File: src/rtl/fetch_pkg.sv
// Shared types and constants for the instruction-fetch sequencer and its skid buffer.
package fetch_pkg;

  typedef enum logic [2:0] {
    IDLE,
    REQ,
    WAIT,
    HOLD,
    DROP
  } state_e;

  localparam logic [31:0] DEFAULT_RESET_PC = 32'h0000_0000;
  localparam int INSTR_W = 32;
  localparam int PC_STEP = 4;

endpackage

File: src/rtl/fetch_sequencer_if.sv
// Bundles the imem request/response, redirect/stall and IF/ID-facing signals of the fetch sequencer.
interface fetch_sequencer_if #(
  parameter int PC_W = 32
);
  import fetch_pkg::*;

  logic               imem_req_valid;
  logic [PC_W-1:0]    imem_req_addr;
  logic               imem_req_ready;
  logic               imem_rsp_valid;
  logic [INSTR_W-1:0] imem_rsp_data;
  logic               redirect_valid;
  logic [PC_W-1:0]    redirect_pc;
  logic               stall;
  logic               if_valid;
  logic [PC_W-1:0]    if_pc;
  logic [INSTR_W-1:0] if_instr;

  modport master (
    output imem_req_valid, imem_req_addr, if_valid, if_pc, if_instr,
    input  imem_req_ready, imem_rsp_valid, imem_rsp_data,
    input  redirect_valid, redirect_pc, stall
  );

  modport slave (
    input  imem_req_valid, imem_req_addr, if_valid, if_pc, if_instr,
    output imem_req_ready, imem_rsp_valid, imem_rsp_data,
    output redirect_valid, redirect_pc, stall
  );

endinterface

File: src/rtl/fetch_skid.sv
// One-entry {pc, instr} holding buffer for a response that arrives while IF/ID is stalled.
module fetch_skid
  import fetch_pkg::*;
#(
  parameter int PC_W = 32
) (
  input  logic               clk,
  input  logic               rst_n,
  input  logic               load_i,
  input  logic               unload_i,
  input  logic               flush_i,
  input  logic [PC_W-1:0]    pc_i,
  input  logic [INSTR_W-1:0] instr_i,
  output logic               full_o,
  output logic [PC_W-1:0]    pc_o,
  output logic [INSTR_W-1:0] instr_o
);

  logic               full_q;
  logic [PC_W-1:0]    pc_q;
  logic [INSTR_W-1:0] instr_q;

  // Flush wins over a simultaneous load so a redirect never leaves a stale entry behind.
  always_ff @(posedge clk or negedge rst_n) begin
    if (!rst_n) begin
      full_q  <= 1'b0;
      pc_q    <= '0;
      instr_q <= '0;
    end else if (flush_i) begin
      full_q <= 1'b0;
    end else if (load_i) begin
      full_q  <= 1'b1;
      pc_q    <= pc_i;
      instr_q <= instr_i;
    end else if (unload_i) begin
      full_q <= 1'b0;
    end
  end

  assign full_o  = full_q;
  assign pc_o    = pc_q;
  assign instr_o = instr_q;

endmodule

File: src/rtl/fetch_sequencer.sv
// Owns the PC, issues one imem read at a time and presents returned instructions to IF/ID.
module fetch_sequencer
  import fetch_pkg::*;
#(
  parameter int              PC_W     = 32,
  parameter logic [PC_W-1:0] RESET_PC = PC_W'(DEFAULT_RESET_PC)
) (
  input  logic                 clk,
  input  logic                 rst_n,
  fetch_sequencer_if.master    bus
);

  localparam logic [PC_W-1:0] ALIGN_MASK = ~PC_W'(3);
  localparam logic [PC_W-1:0] RESET_PC_A = RESET_PC & ALIGN_MASK;

  state_e             state_q, state_d;
  logic [PC_W-1:0]    pc_q, pc_d;
  logic               req_valid_q, req_valid_d;
  logic               if_valid_q, if_valid_d;
  logic [PC_W-1:0]    if_pc_q, if_pc_d;
  logic [INSTR_W-1:0] if_instr_q, if_instr_d;

  logic               consumed;
  logic               skid_load, skid_unload, skid_full;
  logic [PC_W-1:0]    skid_pc;
  logic [INSTR_W-1:0] skid_instr;

  assign consumed = if_valid_q && !bus.stall;

  fetch_skid #(.PC_W(PC_W)) u_skid (
    .clk      (clk),
    .rst_n    (rst_n),
    .load_i   (skid_load),
    .unload_i (skid_unload),
    .flush_i  (bus.redirect_valid),
    .pc_i     (pc_q),
    .instr_i  (bus.imem_rsp_data),
    .full_o   (skid_full),
    .pc_o     (skid_pc),
    .instr_o  (skid_instr)
  );

  // Redirect overrides everything; a request already accepted must have its response dropped.
  always_comb begin
    state_d     = state_q;
    pc_d        = pc_q;
    if_valid_d  = consumed ? 1'b0 : if_valid_q;
    if_pc_d     = if_pc_q;
    if_instr_d  = if_instr_q;
    skid_load   = 1'b0;
    skid_unload = 1'b0;

    if (bus.redirect_valid) begin
      pc_d       = bus.redirect_pc & ALIGN_MASK;
      if_valid_d = 1'b0;
      unique case (state_q)
        REQ:     state_d = bus.imem_req_ready ? DROP : REQ;
        WAIT:    state_d = bus.imem_rsp_valid ? REQ : DROP;
        DROP:    state_d = bus.imem_rsp_valid ? REQ : DROP;
        default: state_d = REQ;
      endcase
    end else begin
      unique case (state_q)
        IDLE: state_d = REQ;
        REQ:  if (bus.imem_req_ready) state_d = WAIT;
        WAIT: begin
          if (bus.imem_rsp_valid) begin
            pc_d = pc_q + PC_W'(PC_STEP);
            if (!if_valid_q || !bus.stall) begin
              if_valid_d = 1'b1;
              if_pc_d    = pc_q;
              if_instr_d = bus.imem_rsp_data;
              state_d    = skid_full ? HOLD : REQ;
            end else begin
              skid_load = 1'b1;
              state_d   = HOLD;
            end
          end
        end
        HOLD: begin
          if (!bus.stall) begin
            skid_unload = 1'b1;
            if_valid_d  = 1'b1;
            if_pc_d     = skid_pc;
            if_instr_d  = skid_instr;
            state_d     = REQ;
          end
        end
        DROP: if (bus.imem_rsp_valid) state_d = REQ;
        default: state_d = IDLE;
      endcase
    end

    req_valid_d = (state_d == REQ);
  end

  always_ff @(posedge clk or negedge rst_n) begin
    if (!rst_n) begin
      state_q     <= IDLE;
      pc_q        <= RESET_PC_A;
      req_valid_q <= 1'b0;
      if_valid_q  <= 1'b0;
      if_pc_q     <= '0;
      if_instr_q  <= '0;
    end else begin
      state_q     <= state_d;
      pc_q        <= pc_d;
      req_valid_q <= req_valid_d;
      if_valid_q  <= if_valid_d;
      if_pc_q     <= if_pc_d;
      if_instr_q  <= if_instr_d;
    end
  end

  assign bus.imem_req_valid = req_valid_q;
  assign bus.imem_req_addr  = pc_q;
  assign bus.if_valid       = if_valid_q;
  assign bus.if_pc          = if_pc_q;
  assign bus.if_instr       = if_instr_q;

endmodule

File: src/flat_wrapper.sv
// flat-port wrapper written by rule: the top's interface ports become plain ports
module fetch_sequencer_flat import fetch_pkg::*;
#(
  parameter int              PC_W     = 32,
  parameter logic [PC_W-1:0] RESET_PC = PC_W'(DEFAULT_RESET_PC)
)
  (clk, rst_n, bus_imem_req_valid, bus_imem_req_addr, bus_if_valid, bus_if_pc, bus_if_instr, bus_imem_req_ready, bus_imem_rsp_valid, bus_imem_rsp_data, bus_redirect_valid, bus_redirect_pc, bus_stall);
  fetch_sequencer_if #(.PC_W(PC_W)) bus_i ();
  input  logic clk;
  input  logic rst_n;
  output wire logic [$bits(bus_i.imem_req_valid)-1:0] bus_imem_req_valid;
  output wire logic [$bits(bus_i.imem_req_addr)-1:0] bus_imem_req_addr;
  output wire logic [$bits(bus_i.if_valid)-1:0] bus_if_valid;
  output wire logic [$bits(bus_i.if_pc)-1:0] bus_if_pc;
  output wire logic [$bits(bus_i.if_instr)-1:0] bus_if_instr;
  input wire logic [$bits(bus_i.imem_req_ready)-1:0] bus_imem_req_ready;
  input wire logic [$bits(bus_i.imem_rsp_valid)-1:0] bus_imem_rsp_valid;
  input wire logic [$bits(bus_i.imem_rsp_data)-1:0] bus_imem_rsp_data;
  input wire logic [$bits(bus_i.redirect_valid)-1:0] bus_redirect_valid;
  input wire logic [$bits(bus_i.redirect_pc)-1:0] bus_redirect_pc;
  input wire logic [$bits(bus_i.stall)-1:0] bus_stall;
  assign bus_imem_req_valid = bus_i.imem_req_valid;
  assign bus_imem_req_addr = bus_i.imem_req_addr;
  assign bus_if_valid = bus_i.if_valid;
  assign bus_if_pc = bus_i.if_pc;
  assign bus_if_instr = bus_i.if_instr;
  assign bus_i.imem_req_ready = bus_imem_req_ready;
  assign bus_i.imem_rsp_valid = bus_imem_rsp_valid;
  assign bus_i.imem_rsp_data = bus_imem_rsp_data;
  assign bus_i.redirect_valid = bus_redirect_valid;
  assign bus_i.redirect_pc = bus_redirect_pc;
  assign bus_i.stall = bus_stall;
  fetch_sequencer #(.PC_W(PC_W), .RESET_PC(RESET_PC)) u_core (.clk(clk), .rst_n(rst_n), .bus(bus_i));
endmodule
File: config.mk
export PLATFORM = sky130hd
export DESIGN_NAME = fetch_sequencer_flat
export DESIGN_NICKNAME = d
export VERILOG_FILES = /design/src/rtl/fetch_pkg.sv /design/src/rtl/fetch_sequencer_if.sv /design/src/rtl/fetch_skid.sv /design/src/rtl/fetch_sequencer.sv /design/src/flat_wrapper.sv
export SDC_FILE = /design/constraint.sdc
export NUM_CORES = 1
export LEC_CHECK = 0
export CAP_MARGIN = 20
export CORE_MARGIN = 2
export CORE_UTILIZATION = 32
export DETAILED_ROUTE_END_ITERATION = 6
export PLACE_DENSITY_LB_ADDON = 0.3
export SYNTH_ARGS = -nofsm -noshare
export SYNTH_HDL_FRONTEND = slang
export SYNTH_HIERARCHICAL = 1
export SYNTH_SLANG_ARGS = --single-unit
File: constraint.sdc
create_clock -name clk -period 2.4 [get_ports clk]
set_input_delay 0.24 -clock clk [delete_from_list [all_inputs] [get_ports clk]]
set_output_delay 0.24 -clock clk [all_outputs]
set_load 0.02 [all_outputs]
# Yosys cells after proc, flatten, opt, wreduce, memory -nomap -nowiden
# Cells that the tools add are included.
[totals] wordCells=70 romBits=0 latchBits=0 regBits=166 out_inout_bits=98 memories=0 ram_bits=0
[classes] multipliers=0 add_sub_neg=1 eq_ne=8 n_reduce_logical=13 muxes=38 order_cmp=0 n_bitwise=1 n_div=0 n_shift=0
[ops] cell="32-bit two-way mux" count=9
[ops] cell="32-bit case mux with 2 select lines" count=2
[ops] cell="32-bit by 3-bit adder with 32-bit output (second input constant)" count=1
[ops] cell="3-bit two-way mux" count=8
[ops] cell="1-bit two-way mux" count=15
[ops] cell="3-bit case mux with 5 select lines" count=1
[ops] cell="3-bit by 1-bit equality test with 1-bit output (second input constant)" count=2
[ops] cell="3-bit by 2-bit equality test with 1-bit output (second input constant)" count=2
[ops] cell="3-bit case mux with 2 select lines" count=1
[ops] cell="2-bit nonzero test" count=3
[ops] cell="5-bit AND reduction" count=1
[ops] cell="2-bit != test (second input constant)" count=2
[ops] cell="2-bit AND reduction" count=2
[ops] cell="3-bit equality test (second input constant)" count=1
[ops] cell="3-bit logical NOT" count=1
[ops] cell="3-bit nonzero test" count=1
[ops] cell="1-bit logical NOT" count=2
[ops] cell="2-bit two-way mux" count=1
[ops] cell="2-bit by 1-bit != test with 1-bit output (second input constant)" count=1
[ops] cell="1-bit case mux with 2 select lines" count=1
[ops] cell="2-bit OR reduction" count=1
[ops] cell="1-bit logical AND" count=1
[ops] cell="1-bit logical OR" count=1
[ops] cell="1-bit NOT" count=1

# Depth between registers and ports, before layout
[depth] ltp_word=8 mapped_depth=8 ltp_nobuf=5

# By module
# Netlist, hierarchy kept.
[by_module_without_submodules] mod="fetch_sequencer" seq_area_each_um2=2477.4 area_each_um2=4986.0 n_inst=1 cells_each=519
[by_module_without_submodules] mod="fetch_skid" seq_area_each_um2=1626.6 area_each_um2=2741.4 n_inst=1 cells_each=140

# Worst setup path after synthesis
# OpenSTA, ideal clock, no wires.
[synth_path] kind="input to register" start="input port bus_redirect_valid" end="register u_core.u_skid.instr_q[0] (netlist: u_core/u_skid/instr_o[0])" cell_stages=8 arrival_ps=1846 setup_time_ps=125 slack_ps=429 cell_sequence="clkbuf_1 clkbuf_1 buf_1 nor3_1 nor2b_4 buf_12 buf_12 mux2_4"
[synth_between] elab_chain_cells=2
[synth_lines] element="start: declaration" line="flat_wrapper.sv:19" rtl="input wire logic [$bits(bus_i.redirect_valid)-1:0] bus_redirect_valid;"
[synth_lines] element="1-bit two-way mux" line="fetch_sequencer.sv:53" rtl="if (bus.redirect_valid) begin"
[synth_lines] element="net u_core.skid_load" line="fetch_sequencer.sv:24" rtl="logic skid_load, skid_unload, skid_full;"
[synth_lines] element="2-bit AND reduction (no source line)"
[synth_lines] element="end signal: assignment" line="fetch_skid.sv:34" rtl="instr_q <= instr_i;"
[synth_lines] element="end: declaration" line="fetch_skid.sv:21" rtl="logic [INSTR_W-1:0] instr_q;"
# The timed path passes the listed nets, and every way through them passes these cells.
# A chain may end at the register's enable or synchronous reset.

# Worst setup path after layout
[layout_path] start="register u_core.state_q[2]" end="register u_core.u_skid.pc_q[21] (netlist: u_core/u_skid/pc_o[21])"
[layout_between] elab_chain_cells=4
[layout_lines] element="start: declaration" line="fetch_sequencer.sv:16" rtl="state_e state_q, state_d;"
[layout_lines] element="start signal: assignment" line="fetch_sequencer.sv:106" rtl="state_q <= state_d;"
[layout_lines] element="3-bit by 2-bit equality test with 1-bit output" line="fetch_sequencer.sv:63" rtl="unique case (state_q)"
[layout_lines] element="1-bit two-way mux" line="fetch_sequencer.sv:63"
[layout_lines] element="1-bit two-way mux" line="fetch_sequencer.sv:53"
[layout_lines] element="net u_core.skid_load" line="fetch_sequencer.sv:24"
[layout_lines] element="2-bit AND reduction (no source line)"
[layout_lines] element="end signal: assignment" line="fetch_skid.sv:33" rtl="pc_q <= pc_i;"
[layout_lines] element="end: declaration" line="fetch_skid.sv:20" rtl="logic [PC_W-1:0] pc_q;"
# The timed path passes the listed nets, and every way through them passes these cells.

==> summary by stage <==
Floorplan
The horizontal extent of the die is 159 um. The core region is 23600 sq um. The die covers 25400 sq um.

The height of the die is 159 um. The number of rows in the core area is 56. Pin placement for this block handled 168 I/O pins. The starting utilization of the core area is 32.7%.

Setup path
The worst setup path is captured at a flop. In this run the worst path has a maximum fanout of 32. The worst reg-to-reg setup slack is 0.30 ns. The class of the most critical setup path is flop to flop.

On the worst path, the slowest cell contributes a delay of 0.47 ns. The library cell contributing the largest single delay on the critical path is sky130_fd_sc_hd__dfrtp_1. The endpoint of the most critical register-to-register path is u_core/u_skid/pc_o[21].

The reg-to-reg critical path startpoint is u_core/state_q[2]. STA puts the critical path data arrival time at 2.41 ns. The worst reg-to-reg path cell count is 5. The critical path capture point is u_core/u_skid/pc_o[21]. Tracing the worst setup path back leads to its startpoint at u_core/state_q[2]. Traced cell by cell, the critical path runs through nand4bb_4, nor3_1, nor2b_4, buf_12, mux2_4. The required time at the worst-slack endpoint is 2.71 ns. The worst setup path is launched from a flop.

Yosys
The synthesized netlist occupies a cell area of 7730 sq um. The async set-reset flop share out of synthesis is 100%. The most used flip-flop cell after synthesis is sky130_fd_sc_hd__dfrtp_1. The most common cell in the synthesized netlist is sky130_fd_sc_hd__dfrtp_1. The post-synthesis xor/xnor area fraction is 0.907%. Synthesis handed over a netlist of 659 instances.

After Yosys synthesis, and, or, nand and nor cells account for 11.9% of the synthesized area. The count of distinct cell types in the synthesized netlist is 45. Yosys mapped a number of flops with a built-in enable equal to 0. Sequential elements use 53.1% of the synthesized area. The share of cell area taken by muxes after synthesis is 20.4%.

After synthesis, the cell types taking the most area are sky130_fd_sc_hd__dfrtp_1 (53%), sky130_fd_sc_hd__mux2_4 (12%), sky130_fd_sc_hd__mux2i_1 (8.2%), sky130_fd_sc_hd__o21ai_0 (5.1%), sky130_fd_sc_hd__nand2_1 (4.4%). The post-synthesis area per instance is 11.7 sq um. By area, the combinational part of the netlist is dominated by multiplexers. Summed over its instances, the top area cell type makes up 53.1% of the synthesized netlist area. The biggest area contributor in the post-synthesis netlist is sky130_fd_sc_hd__dfrtp_1. The number of warnings printed during yosys synthesis is 6. Sorting the synthesized cells by how often they occur yields sky130_fd_sc_hd__dfrtp_1 (164), sky130_fd_sc_hd__nand2_1 (91), sky130_fd_sc_hd__o21ai_0 (78).

After Yosys synthesis, full adders, half adders and majority gates account for 0.162% of the synthesized area. After synthesis the netlist holds a flip-flop and latch count of 164. Summing the areas of all compound-gate instances in the mapped netlist gives 9.21% of the synthesized area.

CTS
The root buffer cell is sky130_fd_sc_hd__clkbuf_16. The clock drives 164 sinks. Counting along the longest clock path gives a buffer depth of 2. TritonCTS built the clock tree.

The total CTS buffers is 17. Clock latency on the worst-skew pair, taken at its later pin, is 0.43 ns. In this run the number of H-tree levels came out at 4. After clock tree synthesis, the clock-pin slew on the worst setup and hold paths is 0.07 ns.

Timing
Setup repair after global routing left no endpoint under its margin. The worst path uses 87.6% of the clock period. The max-slew headroom at the worst pin is 64.5%. Between clock sinks in the finished design, the worst skew comes to 0.00990 ns. The number of max-slew violations in the final report is 0. The final-report hold violation count is 0. The top achievable clock speed is 476 MHz. Setup total negative slack on the finished layout was measured at 0 ns. The transition time of the tightest slew-check pin is 0.533 ns. Setup violations remaining at the end of the flow were counted as 0. The time the final worst path needs with I/O delays and setup is 2.10 ns.

Global routing
Summed over all layers, the global routing overflow is 0. The number of global-route vias before repair was 5646. The number of antenna violations at the first check in global routing is 1. The global-route wire length before repair is 31.6 mm. Entering global routing, the biggest net connects 75 pins.

The overall fraction of global-route tracks in use is 15.6%.

Layout
Cells with a size suffix above 1 make up 16.0% of the layout. The utilization of the core after routing is 44.4%. The number of nets in the layout is 903. From synthesis to final layout, the design area changed by 35.6%. The layout has 2218 filler cells.

Pwr
The power per cell area is 932 nW/um^2. Summing internal, switching and leakage power gives 9.77 mW. The peak ir drop on the vdd network is 0.457 mV. The leakage power total is 4.85 nW.

Job
The tool flagged a number of max-cap violations equal to 0.

Place
The final estimated routing congestion in global placement is 0.726. Input and output buffers added on the ports amount to 163. The half-perimeter wire length after placement is 12.8 mm.

Hold path
The worst hold-check path type is input pin to async pin.

Routing
The average detailed-routed wire length per instance is 16.4 um. The total vias in the final route is 5603. For this block, the initial DRC count from the detailed router was 298.

The residual antenna-violating net count after detailed routing is 0. The iteration count of the initial detailed-routing pass is 4. The post-detailed-route via-to-cell ratio is 4.81. For this block, the routed nets add up to 19.1 mm of wire. The DRC violation count after routing is 0.

Status
The run finished with clean final reports.
==> power breakdown <==
part	total [mW]	internal, mW	switching [mW]	leakage (nW)
Sequential	3.71	3.34	0.379	2.14
Combinational	3.14	1.52	1.62	2.41
Clock	2.92	1.67	1.25	0.299
Total	9.77	6.53	3.24	4.85
==> timing repair <==
item                                   CTS  global route
resized for setup                        0             0
setup endpoints to repair                0             0
hold buffers                             1             0
endpoints found under the hold margin   51             0
setup buffers                            0             0
==> worst max-delay path: cells and delay by family (launching register included) <==
| kind | cells | cell delay [ns] |
|---|---|---|
| multiplexers | 1 | 0.33 |
| buffers and inverters | 1 | 0.29 |
| flip-flops | 1 | 0.47 |
| AND/OR/NAND/NOR | 3 | 0.87 |
==> worst min path at each step <==
stage               cells past startpoint  slack [ns]                   endpoint
finish                                  2        0.33  u_core/u_skid/instr_o[21]
global route                            2        0.36  u_core/u_skid/instr_o[21]
CTS                                     2        0.34  u_core/u_skid/instr_o[21]
detailed placement                      1        0.24  u_core/u_skid/instr_o[21]
global placement                        1        0.24  u_core/u_skid/instr_o[21]
floorplan                               0       -0.06     u_core/bus.if_instr[0]
==> kinds of logic after synthesis <==
kind of cell	Yosys count
adders and majority gates	1
DFF	164
buffers and inverters	51
and+or+nand+nor	183
xor gates and xnor gates	8
AOI/OAI and AO/OA	124
other	1
muxes	127
==> cell type report <==
cell class                 count  area (sq um)  share of cell area, %
timing repair buffer         197          2020                   19.2
sequential                   164          4100                   39.2
multi-input combinational    447          3320                   31.7
tap                          319           399                   3.81
clock inverter                15           194                   1.85
inverter                       5          18.8                  0.179
clock buffer                  17           425                   4.06
antenna                        1          2.50                 0.0239
==> layer usage <==
metal  GRT usage, %  wire length [um]  vias up
met5              0                10        -
met3           4.90              1180       24
met4           4.88               261        2
li1               -                 -     2720
met1           20.9              9060     2726
met2           24.0              8580      131
==> flip-flops by register name, summed over array words and instances (netlist names), 3 cells and up <==
| name | count |
|---|---|
| u_core/u_skid/instr_o | 32 |
| u_core/bus.imem_req_addr | 30 |
| u_core/state_q | 3 |
| u_core/bus.if_pc | 32 |
| u_core/u_skid/pc_o | 32 |
| u_core/bus.if_instr | 32 |
==> layout by cell type, fill, tap and decap left out, types with 5 or more instances in the layout <==
| cell type | netlist | final |
|---|---|---|
| sky130_fd_sc_hd__nand4_1 | 11 | 11 |
| sky130_fd_sc_hd__buf_4 | 3 | 23 |
| sky130_fd_sc_hd__clkbuf_16 | 0 | 17 |
| sky130_fd_sc_hd__clkdlybuf4s50_1 | 0 | 162 |
| sky130_fd_sc_hd__o21ai_0 | 78 | 78 |
| sky130_fd_sc_hd__o31ai_1 | 14 | 14 |
| sky130_fd_sc_hd__nand2_1 | 91 | 91 |
| sky130_fd_sc_hd__nor2_1 | 21 | 21 |
| sky130_fd_sc_hd__buf_12 | 7 | 10 |
| sky130_fd_sc_hd__or3_1 | 11 | 11 |
| sky130_fd_sc_hd__xor2_1 | 6 | 6 |
| sky130_fd_sc_hd__nand3_1 | 10 | 10 |
| sky130_fd_sc_hd__a31oi_1 | 17 | 17 |
| sky130_fd_sc_hd__or4_1 | 16 | 16 |
| sky130_fd_sc_hd__and3_1 | 5 | 5 |
| sky130_fd_sc_hd__mux2i_1 | 63 | 63 |
| sky130_fd_sc_hd__dfrtp_1 | 164 | 164 |
| sky130_fd_sc_hd__mux2_4 | 60 | 60 |
==> stage by stage <==
step / instances / hold WS (ns) / cell area (sq um) / setup WS (ns)
floorplan: 662 / -0.0556 / 7740 / 0.429
global placement: 1131 / 0.243 / 9850 / 0.0957
detailed placement: 1131 / 0.237 / 9850 / 0.0649
CTS: 1164 / 0.335 / 10500 / 0.278
global route: 1164 / 0.364 / 10500 / 0.151
finish: 1165 / 0.328 / 10500 / 0.298
Note: power is estimated with default switching activity, not from simulation.
